<file path="src/rtl/max7219_driver.sv">
// rtl/max7219_driver.sv - MAX7219 init + 8-row refresh serial driver
// Ports:
//   CLOCK_50            system clock, rising edge
//   RESET_InHigh        synchronous active-high reset
//   drv_start_in        refresh request (honoured only in IDLE)
//   drv_data_in         column byte for the row on drv_select_add_out
//   drv_select_add_out  row index presented to the column-select stage
//   max_din_out         serial data to MAX7219 DIN
//   max_clk_out         serial clock to MAX7219 CLK
//   max_load_out        MAX7219 LOAD/CS
//   drv_busy_out        high in every state except IDLE
//   drv_done_out        one-clock pulse after the last row frame
module max7219_driver #(
    parameter int unsigned CLK_DIV   = 4,
    parameter logic [3:0]  INTENSITY = 4'h8
) (
    input  logic       CLOCK_50,
    input  logic       RESET_InHigh,
    input  logic       drv_start_in,
    input  logic [7:0] drv_data_in,
    output logic [2:0] drv_select_add_out,
    output logic       max_din_out,
    output logic       max_clk_out,
    output logic       max_load_out,
    output logic       drv_busy_out,
    output logic       drv_done_out
);

    typedef enum logic [2:0] {
        ST_RST, ST_INIT_LOAD, ST_SHIFT, ST_LATCH, ST_IDLE, ST_ROW_SEL, ST_ROW_LOAD
    } state_t;

    localparam logic [7:0] DIV_LAST = 8'(CLK_DIV - 1);

    state_t      state;
    logic [7:0]  div_cnt;
    logic [3:0]  bit_idx;
    logic        phase_b;     // last tick applied was tick B (clock high)
    logic        latch_tick;  // second LATCH tick in progress
    logic [2:0]  frame_idx;
    logic [2:0]  row;
    logic        in_refresh;  // LATCH exit goes to the row path, not the init path
    logic [15:0] shreg;
    logic [15:0] init_word;
    logic [15:0] row_word;
    logic        tick;

    assign tick               = (div_cnt == DIV_LAST);
    assign drv_select_add_out = row;
    assign row_word           = {4'h0, {1'b0, row} + 4'd1, drv_data_in};

    always_comb begin
        init_word = 16'h0000;
        case (frame_idx)
            3'd0:    init_word = 16'h0C01;
            3'd1:    init_word = 16'h0900;
            3'd2:    init_word = {8'h0A, 4'h0, INTENSITY};
            3'd3:    init_word = 16'h0B07;
            3'd4:    init_word = 16'h0F00;
            default: init_word = 16'h0000;
        endcase
    end

    // Loading a frame applies the first tick A (bit 15 on DIN, CLK low) at once,
    // so SHIFT is exactly 32 ticks and the whole frame 34 ticks.
    always_ff @(posedge CLOCK_50) begin
        if (RESET_InHigh) begin
            state        <= ST_RST;
            div_cnt      <= 8'd0;
            bit_idx      <= 4'd0;
            phase_b      <= 1'b0;
            latch_tick   <= 1'b0;
            frame_idx    <= 3'd0;
            row          <= 3'd0;
            in_refresh   <= 1'b0;
            shreg        <= 16'h0000;
            max_din_out  <= 1'b0;
            max_clk_out  <= 1'b0;
            max_load_out <= 1'b0;
            drv_busy_out <= 1'b1;
            drv_done_out <= 1'b0;
        end else begin
            drv_done_out <= 1'b0;
            case (state)
                ST_RST: begin
                    frame_idx <= 3'd0;
                    state     <= ST_INIT_LOAD;
                end
                ST_INIT_LOAD: begin
                    in_refresh  <= 1'b0;
                    shreg       <= init_word;
                    max_din_out <= init_word[15];
                    max_clk_out <= 1'b0;
                    bit_idx     <= 4'd15;
                    phase_b     <= 1'b0;
                    div_cnt     <= 8'd0;
                    state       <= ST_SHIFT;
                end
                ST_SHIFT: begin
                    if (tick) begin
                        div_cnt <= 8'd0;
                        if (!phase_b) begin
                            max_clk_out <= 1'b1;
                            phase_b     <= 1'b1;
                        end else if (bit_idx == 4'd0) begin
                            max_clk_out  <= 1'b0;
                            max_load_out <= 1'b1;
                            latch_tick   <= 1'b0;
                            state        <= ST_LATCH;
                        end else begin
                            bit_idx     <= bit_idx - 4'd1;
                            max_din_out <= shreg[bit_idx - 4'd1];
                            max_clk_out <= 1'b0;
                            phase_b     <= 1'b0;
                        end
                    end else begin
                        div_cnt <= div_cnt + 8'd1;
                    end
                end
                ST_LATCH: begin
                    if (tick) begin
                        div_cnt <= 8'd0;
                        if (!latch_tick) begin
                            latch_tick <= 1'b1;
                        end else begin
                            latch_tick   <= 1'b0;
                            max_load_out <= 1'b0;
                            if (!in_refresh) begin
                                if (frame_idx == 3'd4) begin
                                    drv_busy_out <= 1'b0;
                                    state        <= ST_IDLE;
                                end else begin
                                    frame_idx <= frame_idx + 3'd1;
                                    state     <= ST_INIT_LOAD;
                                end
                            end else if (row == 3'd7) begin
                                row          <= 3'd0;
                                in_refresh   <= 1'b0;
                                drv_done_out <= 1'b1;
                                drv_busy_out <= 1'b0;
                                state        <= ST_IDLE;
                            end else begin
                                row   <= row + 3'd1;
                                state <= ST_ROW_SEL;
                            end
                        end
                    end else begin
                        div_cnt <= div_cnt + 8'd1;
                    end
                end
                ST_IDLE: begin
                    if (drv_start_in) begin
                        row          <= 3'd0;
                        drv_busy_out <= 1'b1;
                        state        <= ST_ROW_SEL;
                    end
                end
                ST_ROW_SEL: begin
                    state <= ST_ROW_LOAD;
                end
                ST_ROW_LOAD: begin
                    in_refresh  <= 1'b1;
                    shreg       <= row_word;
                    max_din_out <= row_word[15];
                    max_clk_out <= 1'b0;
                    bit_idx     <= 4'd15;
                    phase_b     <= 1'b0;
                    div_cnt     <= 8'd0;
                    state       <= ST_SHIFT;
                end
                default: begin
                    state <= ST_RST;
                end
            endcase
        end
    end

endmodule

</file>
<file path="config.mk">
export PLATFORM = sky130hd
export DESIGN_NAME = max7219_driver
export DESIGN_NICKNAME = d
export VERILOG_FILES = /design/src/rtl/max7219_driver.sv
export SDC_FILE = /design/constraint.sdc
export NUM_CORES = 1
export LEC_CHECK = 0
export CAP_MARGIN = 15
export CELL_PAD_IN_SITES_DETAIL_PLACEMENT = 1
export CELL_PAD_IN_SITES_GLOBAL_PLACEMENT = 1
export CORE_MARGIN = 2
export CORE_UTILIZATION = 43
export CTS_CLUSTER_SIZE = 16
export DETAILED_ROUTE_END_ITERATION = 6
export HOLD_SLACK_MARGIN = 0.15
export PLACE_DENSITY = 0.81
export SLEW_MARGIN = 20
export SYNTH_ARGS = -nofsm -noshare
export SYNTH_HDL_FRONTEND = slang
export SYNTH_SLANG_ARGS = --single-unit
</file>
<file path="constraint.sdc">
create_clock -name CLOCK_50 -period 2.6 [get_ports CLOCK_50]
set_clock_uncertainty 0.15 [all_clocks]
set_input_delay 0.52 -clock CLOCK_50 [delete_from_list [all_inputs] [get_ports CLOCK_50]]
set_output_delay 0.52 -clock CLOCK_50 [all_outputs]
set_load 0.01 [all_outputs]
</file>
==> flow_summary.toml, run 1 <==
[worst_setup_path]
critical_path.startpoint_type = "register"
cp_max_fo = 7
worst_ep_arrival_time_ns = 2.46
cp_slowest_cell = "or4b_1"
required_ns = 2.68
slowest_delay_ns = 0.61
path_cells = "ha_1, or4b_1, nor4_1, o2111ai_1, a21oi_1"
crit_type = "register to register"
crit_path_end_kind = "register"
r2r_slack_ns = 0.23
cpLargestDelayFamily = "simple AND/OR/NAND/NOR gates"
crit_buf_inv = 0

[power]
cellPowerDensity_mw_per_mm2 = 650
ir_drop_uv = 349
power.leakage_nw = 0.912

[clock_tree]
cts_tree = "built"
cts_htree_levels = 2
holdBufCountCts = 0
clock_latency_ns = 0.30
cts-resized-gates = 0
cts_buffer_depth = 2
clk_pin_slew_ns = 0.08
cts-buffers-inserted = 5
postCtsSetupRepairBufs = 0
clockRootBuffer = "clkbuf_8"
clock_sinks = 41

[global_routing]
grt_usage = 0.225
gr-total-overflow = 0
grt_first_pass_wirelength_mm = 10.8
grt_max_degree = 21
grt_pass1_vias = 2230
antenna_found_initial = 0

[synth]
synth_cell_types = 56
synth_simple_gate_area_frac = 0.245
synth_nets = 288
muxShareOfSynthArea = 0.0349
ys_seq_area_frac = 0.363
synth-edff-count = 0
yosys_warnings = 0
ys_ff_latch = 41
synth_top_family_by_area = "simple AND/OR/NAND/NOR gates"
synth_xor_area_frac = 0.0310
yosys.area_share.adder = 0.0498
synthesis.area_mm2 = 0.00226
synth-compound-area-share = 0.232
synth_ff_type = "dfxtp_1"
synthArstFlopShare = 0
syn_avg_cell_area_um2 = 8.44
netlist_instances = 268

[sta]
finalCritPeriodShare = 0.912
fin_setup_tns_ns = 0
relSlewSlack = 0.564
worst-slew-pin-transition_ns = 0.638
hold_violations = 0
post-route-min-period_ns = 2.37
report.final.slew_viol_count = 0
fmax_mhz = 422
setup_violations = 0
worst_slack_ns = 0.228
rsz0062_at_grt = "no"

[floorplan]
boundaryPins = 19
dieWidth_um = 76.5
initial_core_util = 0.446
num_rows = 26
dieHeight_um = 76.5
die_area_mm2 = 0.00585
core_area_mm2 = 0.00507

[job]
maxCapViolCount = 0

[placement]
pre_cts_ws_ns = 0.246
port_buffers = 18
place_congestion = 0.832
hpwl_mm = 4.54

[route]
drt_iter0_drc = 117
ant_nets = 0
viasPerCell = 5.87
drt_wl_total_mm = 6.18
drtPass1Iterations = 4
wl_per_cell_um = 17.3
drc = 0
num_vias = 2101

[outcome]
status = "finished, final reports clean"

[layout]
syn_to_final_growth_pct = 18.3
diodes = 0
layout.cells.most_common_list = "41 x dfxtp_1, 27 x a21oi_1, 24 x nor2_1, 20 x nand2_1, 18 x clkdlybuf4s50_1"
nets = 307
drive_gt1_frac = 0.0903
layout_commonest_cell = "dfxtp_1"

[hold_path]
hold_class = "register to register"
[registers in the layout, summed over array words and instances, names as in the netlist]
name / flops
max_din_out: 1
frame_idx: 3
max_load_out: 1
div_cnt: 8
shreg: 12
drv_busy_out: 1
latch_tick: 1
phase_b: 1
bit_idx: 4
drv_select_add_out: 3
drv_done_out: 1
max_clk_out: 1
in_refresh: 1
state: 3
[synthesized netlist by cell type, types with 4 or more instances]
| library cell | number | area (um^2) |
|---|---|---|
| clkbuf_1 | 12 | 45.0 |
| inv_1 | 10 | 37.5 |
| o31ai_1 | 4 | 30.0 |
| a22oi_1 | 6 | 45.0 |
| a211oi_1 | 5 | 37.5 |
| nand3_1 | 12 | 60.1 |
| xnor2_1 | 8 | 70.1 |
| nor3_1 | 8 | 40.0 |
| ha_1 | 9 | 113 |
| a21oi_1 | 27 | 135 |
| nand2b_1 | 4 | 25.0 |
| nor3b_1 | 4 | 30.0 |
| nand2_1 | 20 | 75.1 |
| dfxtp_1 | 41 | 821 |
| nor2_1 | 24 | 90.1 |
| o21ai_0 | 11 | 55.1 |
[metrics by stage]
| stage | total power [W] | hold slack [ns] | std cells | area, um^2 | utilization |
|---|---|---|---|---|---|
| after floorplan | 0.00102 | 0.279 | 268 | 2260 | - |
| after global placement | 0.00113 | 0.289 | 350 | 2540 | 0.501 |
| after detailed placement | 0.00115 | 0.303 | 350 | 2540 | 0.501 |
| after CTS | 0.00176 | 0.314 | 358 | 2680 | 0.527 |
| after global routing | 0.00184 | 0.348 | 358 | 2680 | 0.527 |
| final | 0.00174 | 0.314 | 358 | 2680 | 0.527 |
[worst min-delay path, stage by stage, from the launching register on]
cell	delay (ns)
dfxtp_1	0.32
nand2_1	0.05
a21oi_1	0.05
[final timing paths]
kind | startpoint | end | depth (start not counted)
min | shreg[9]$_SDFFE_PP0N_ | shreg[9]$_SDFFE_PP0N_ | 2
max | div_cnt[0]$_SDFFE_PP0P_ | max_din_out$_SDFFE_PP0P_ | 5
min reg2reg | shreg[9]$_SDFFE_PP0N_ | shreg[9]$_SDFFE_PP0N_ | 2
max reg2reg | div_cnt[0]$_SDFFE_PP0P_ | max_din_out$_SDFFE_PP0P_ | 5
[layout make-up]
type,count,area [um^2]
clock buffer,5,68.8
clock inverter,3,65.1
fill,632,2400
inverter,10,37.5
multi-input combinational,201,1340
sequential,41,821
tap,70,87.6
timing repair buffer,28,255
[cells by family (layout without fill, tap and decap cells)]
group,count (synthesis),in the layout
AND/OR/NAND/NOR,100,100
adder cells (fa/ha/maj),9,9
XOR/XNOR,8,8
AO/OA/AOI/OAI,80,80
buffers and inverters,26,46
flip-flops,41,41
multiplexers,4,4
[layer usage]
layer,share of wire,track usage
met5,0,0
met4,0.0089,0.0618
met3,0.033,0.0379
met2,0.48,0.387
met1,0.48,0.292
[power breakdown]
part,switching [W],internal (W),total (W)
Combinational,0.000211,0.000179,0.000390
Clock,0.000226,0.000381,0.000607
Sequential,0.0000684,0.000673,0.000741
Total,0.000505,0.00123,0.00174
Power figures use the tool's default switching activity.
==> run 2, diff against run 1 <==
--- a/config.mk
+++ b/config.mk
@@ -6,14 +6,12 @@
 export NUM_CORES = 1
 export LEC_CHECK = 0
 export CAP_MARGIN = 15
-export CELL_PAD_IN_SITES_DETAIL_PLACEMENT = 1
-export CELL_PAD_IN_SITES_GLOBAL_PLACEMENT = 1
 export CORE_MARGIN = 2
-export CORE_UTILIZATION = 43
+export CORE_UTILIZATION = 57
 export CTS_CLUSTER_SIZE = 16
 export DETAILED_ROUTE_END_ITERATION = 6
 export HOLD_SLACK_MARGIN = 0.15
-export PLACE_DENSITY = 0.81
+export PLACE_DENSITY = 0.82
 export SLEW_MARGIN = 20
 export SYNTH_ARGS = -nofsm -noshare
 export SYNTH_HDL_FRONTEND = slang
==> run 2 against run 1 <==
  * First-iteration DRC count grew 33%
  * Power shrank 1.2%
  * Utilization up 18 points
  * Count of clock-buffer cells in the layout did not move
  * Hold slack got worse by 0.0057 ns
  * Sequential cell count is the same
  * Die area fell by 23%
  * Clock power barely moved
  * Fmax rose by 1.1%
  * Critical path type unchanged
  * Largest cell class unchanged
  * Largest power group unchanged
==> flow_summary.toml, run 2 (synthesis results as in run 1) <==
[layout]
diodes = 0
regMostFlops = "shreg"
seqCellArea_um2 = 821
largest_reg_flops = 12
fill_cells = 323
multi_input_area_mm2 = 0.00134
layout.cells.most_common_list = "41 x dfxtp_1, 27 x a21oi_1, 24 x nor2_1, 20 x nand2_1, 18 x clkdlybuf4s50_1"
nets = 304
syn_to_final_growth_pct = 16.7
layout_commonest_cell = "dfxtp_1"
reg_top3 = "shreg (12), div_cnt (8), bit_idx (4)"
design_area_mm2 = 0.00264
drive_gt1_frac = 0.0807

[floorplan]
num_rows = 22
dieHeight_um = 67.0
boundaryPins = 19
initial_core_util = 0.604
core_area_mm2 = 0.00374
die_area_mm2 = 0.00449
dieWidth_um = 67.0

[route]
wl_per_cell_um = 15.0
ant_nets = 0
drc = 0
drtPass1Iterations = 4
viasPerCell = 6.13
drt_wl_total_mm = 4.99
num_vias = 2042
drt_iter0_drc = 156

[clock_tree]
clockRootBuffer = "clkbuf_8"
clk_pin_slew_ns = 0.08
clock_sinks = 41
clock_latency_ns = 0.29
holdBufCountCts = 0
cts-buffers-inserted = 5
cts-resized-gates = 0
cts_buffer_depth = 2
postCtsSetupRepairBufs = 0
cts_tree = "built"
cts_htree_levels = 2

[sta]
report.final.slew_viol_count = 0
finalCritPeriodShare = 0.902
rsz0062_at_grt = "no"
fin_setup_tns_ns = 0
fmax_mhz = 426
relSlewSlack = 0.576
post-route-min-period_ns = 2.35
setup_violations = 0
worst-slew-pin-transition_ns = 0.620
hold_violations = 0

[job]
maxCapViolCount = 0

[global_routing]
grt_usage = 0.244
grt_max_degree = 36
grt_first_pass_wirelength_mm = 8.31
antenna_found_initial = 0
grt_pass1_vias = 1923
gr-total-overflow = 0

[worst_setup_path]
cp_max_fo = 7
worst_ep_arrival_time_ns = 2.40
required_ns = 2.66
crit_type = "register to register"
crit_path_end_kind = "register"
critical_path.startpoint_type = "register"

[placement]
dpl_cell_area_mm2 = 0.00250
port_buffers = 18
place_congestion = 0.823
hpwl_mm = 3.54

[power]
power.leakage_nw = 0.902
ir_drop_uv = 388
cellPowerDensity_mw_per_mm2 = 652

[outcome]
status = "finished, final reports clean"

[hold_path]
hold_class = "register to register"
## run 2: cell types whose count changed in the layout (fill, tap and decap cells not counted)
| cell | delta |
|---|---|
| buf_12 | +1 |
| buf_4 | -4 |
## run 2: final cells by class
class / count / share of cell area
Tap cell: 48 / 0.0228
Inverter: 10 / 0.0142
Clock buffer: 5 / 0.0261
Multi-Input combinational cell: 201 / 0.508
Sequential cell: 41 / 0.311
Clock inverter: 3 / 0.0247
Timing Repair Buffer: 25 / 0.0930
## run 2: metal layers
metal	vias to the layer above	part of all wire	track usage
met3	8	0.042	0.0422
met4	0	0.018	0.125
li1	1037	-	-
met2	44	0.46	0.389
met1	953	0.48	0.315
met5	-	0	0
## run 2: through the flow
| step | hold WS (ns) | total power [W] | worst slack, ns | util | cells |
|---|---|---|---|---|---|
| 2_1_floorplan | 0.279 | 0.00102 | 0.416 | - | 268 |
| 3_3_place_gp | 0.288 | 0.00112 | 0.357 | 0.669 | 325 |
| 3_5_place_dp | 0.299 | 0.00112 | 0.308 | 0.669 | 325 |
| 4_1_cts | 0.309 | 0.00172 | 0.269 | 0.705 | 333 |
| 5_1_grt | 0.331 | 0.00180 | 0.0856 | 0.705 | 333 |
| 6_report | 0.308 | 0.00172 | 0.254 | 0.705 | 333 |
## run 2: path summary, 6_finish.rpt
kind / startpoint / to / slack, ns / cells after the start
max: div_cnt[0]$_SDFFE_PP0P_ / bit_idx[1]$_SDFFE_PP0P_ / 0.25 / 5
min: shreg[9]$_SDFFE_PP0N_ / shreg[9]$_SDFFE_PP0N_ / 0.31 / 2
max reg2reg: div_cnt[0]$_SDFFE_PP0P_ / bit_idx[1]$_SDFFE_PP0P_ / 0.25 / 5
min reg2reg: shreg[9]$_SDFFE_PP0N_ / shreg[9]$_SDFFE_PP0N_ / 0.31 / 2
## run 2: critical path, stage by stage, from the launching register on
cell,delay [ns]
dfxtp_1,0.41
ha_1,0.24
or4b_1,0.60
o31ai_1,0.47
a21oi_1,0.13
a311oi_1,0.25
## run 2: power breakdown
group	leakage (nW)	switching [W]	internal (W)
combinational	0.501	0.000201	0.000176
clock	0.0681	0.000223	0.000381
sequential	0.333	0.0000639	0.000673
total	0.902	0.000489	0.00123
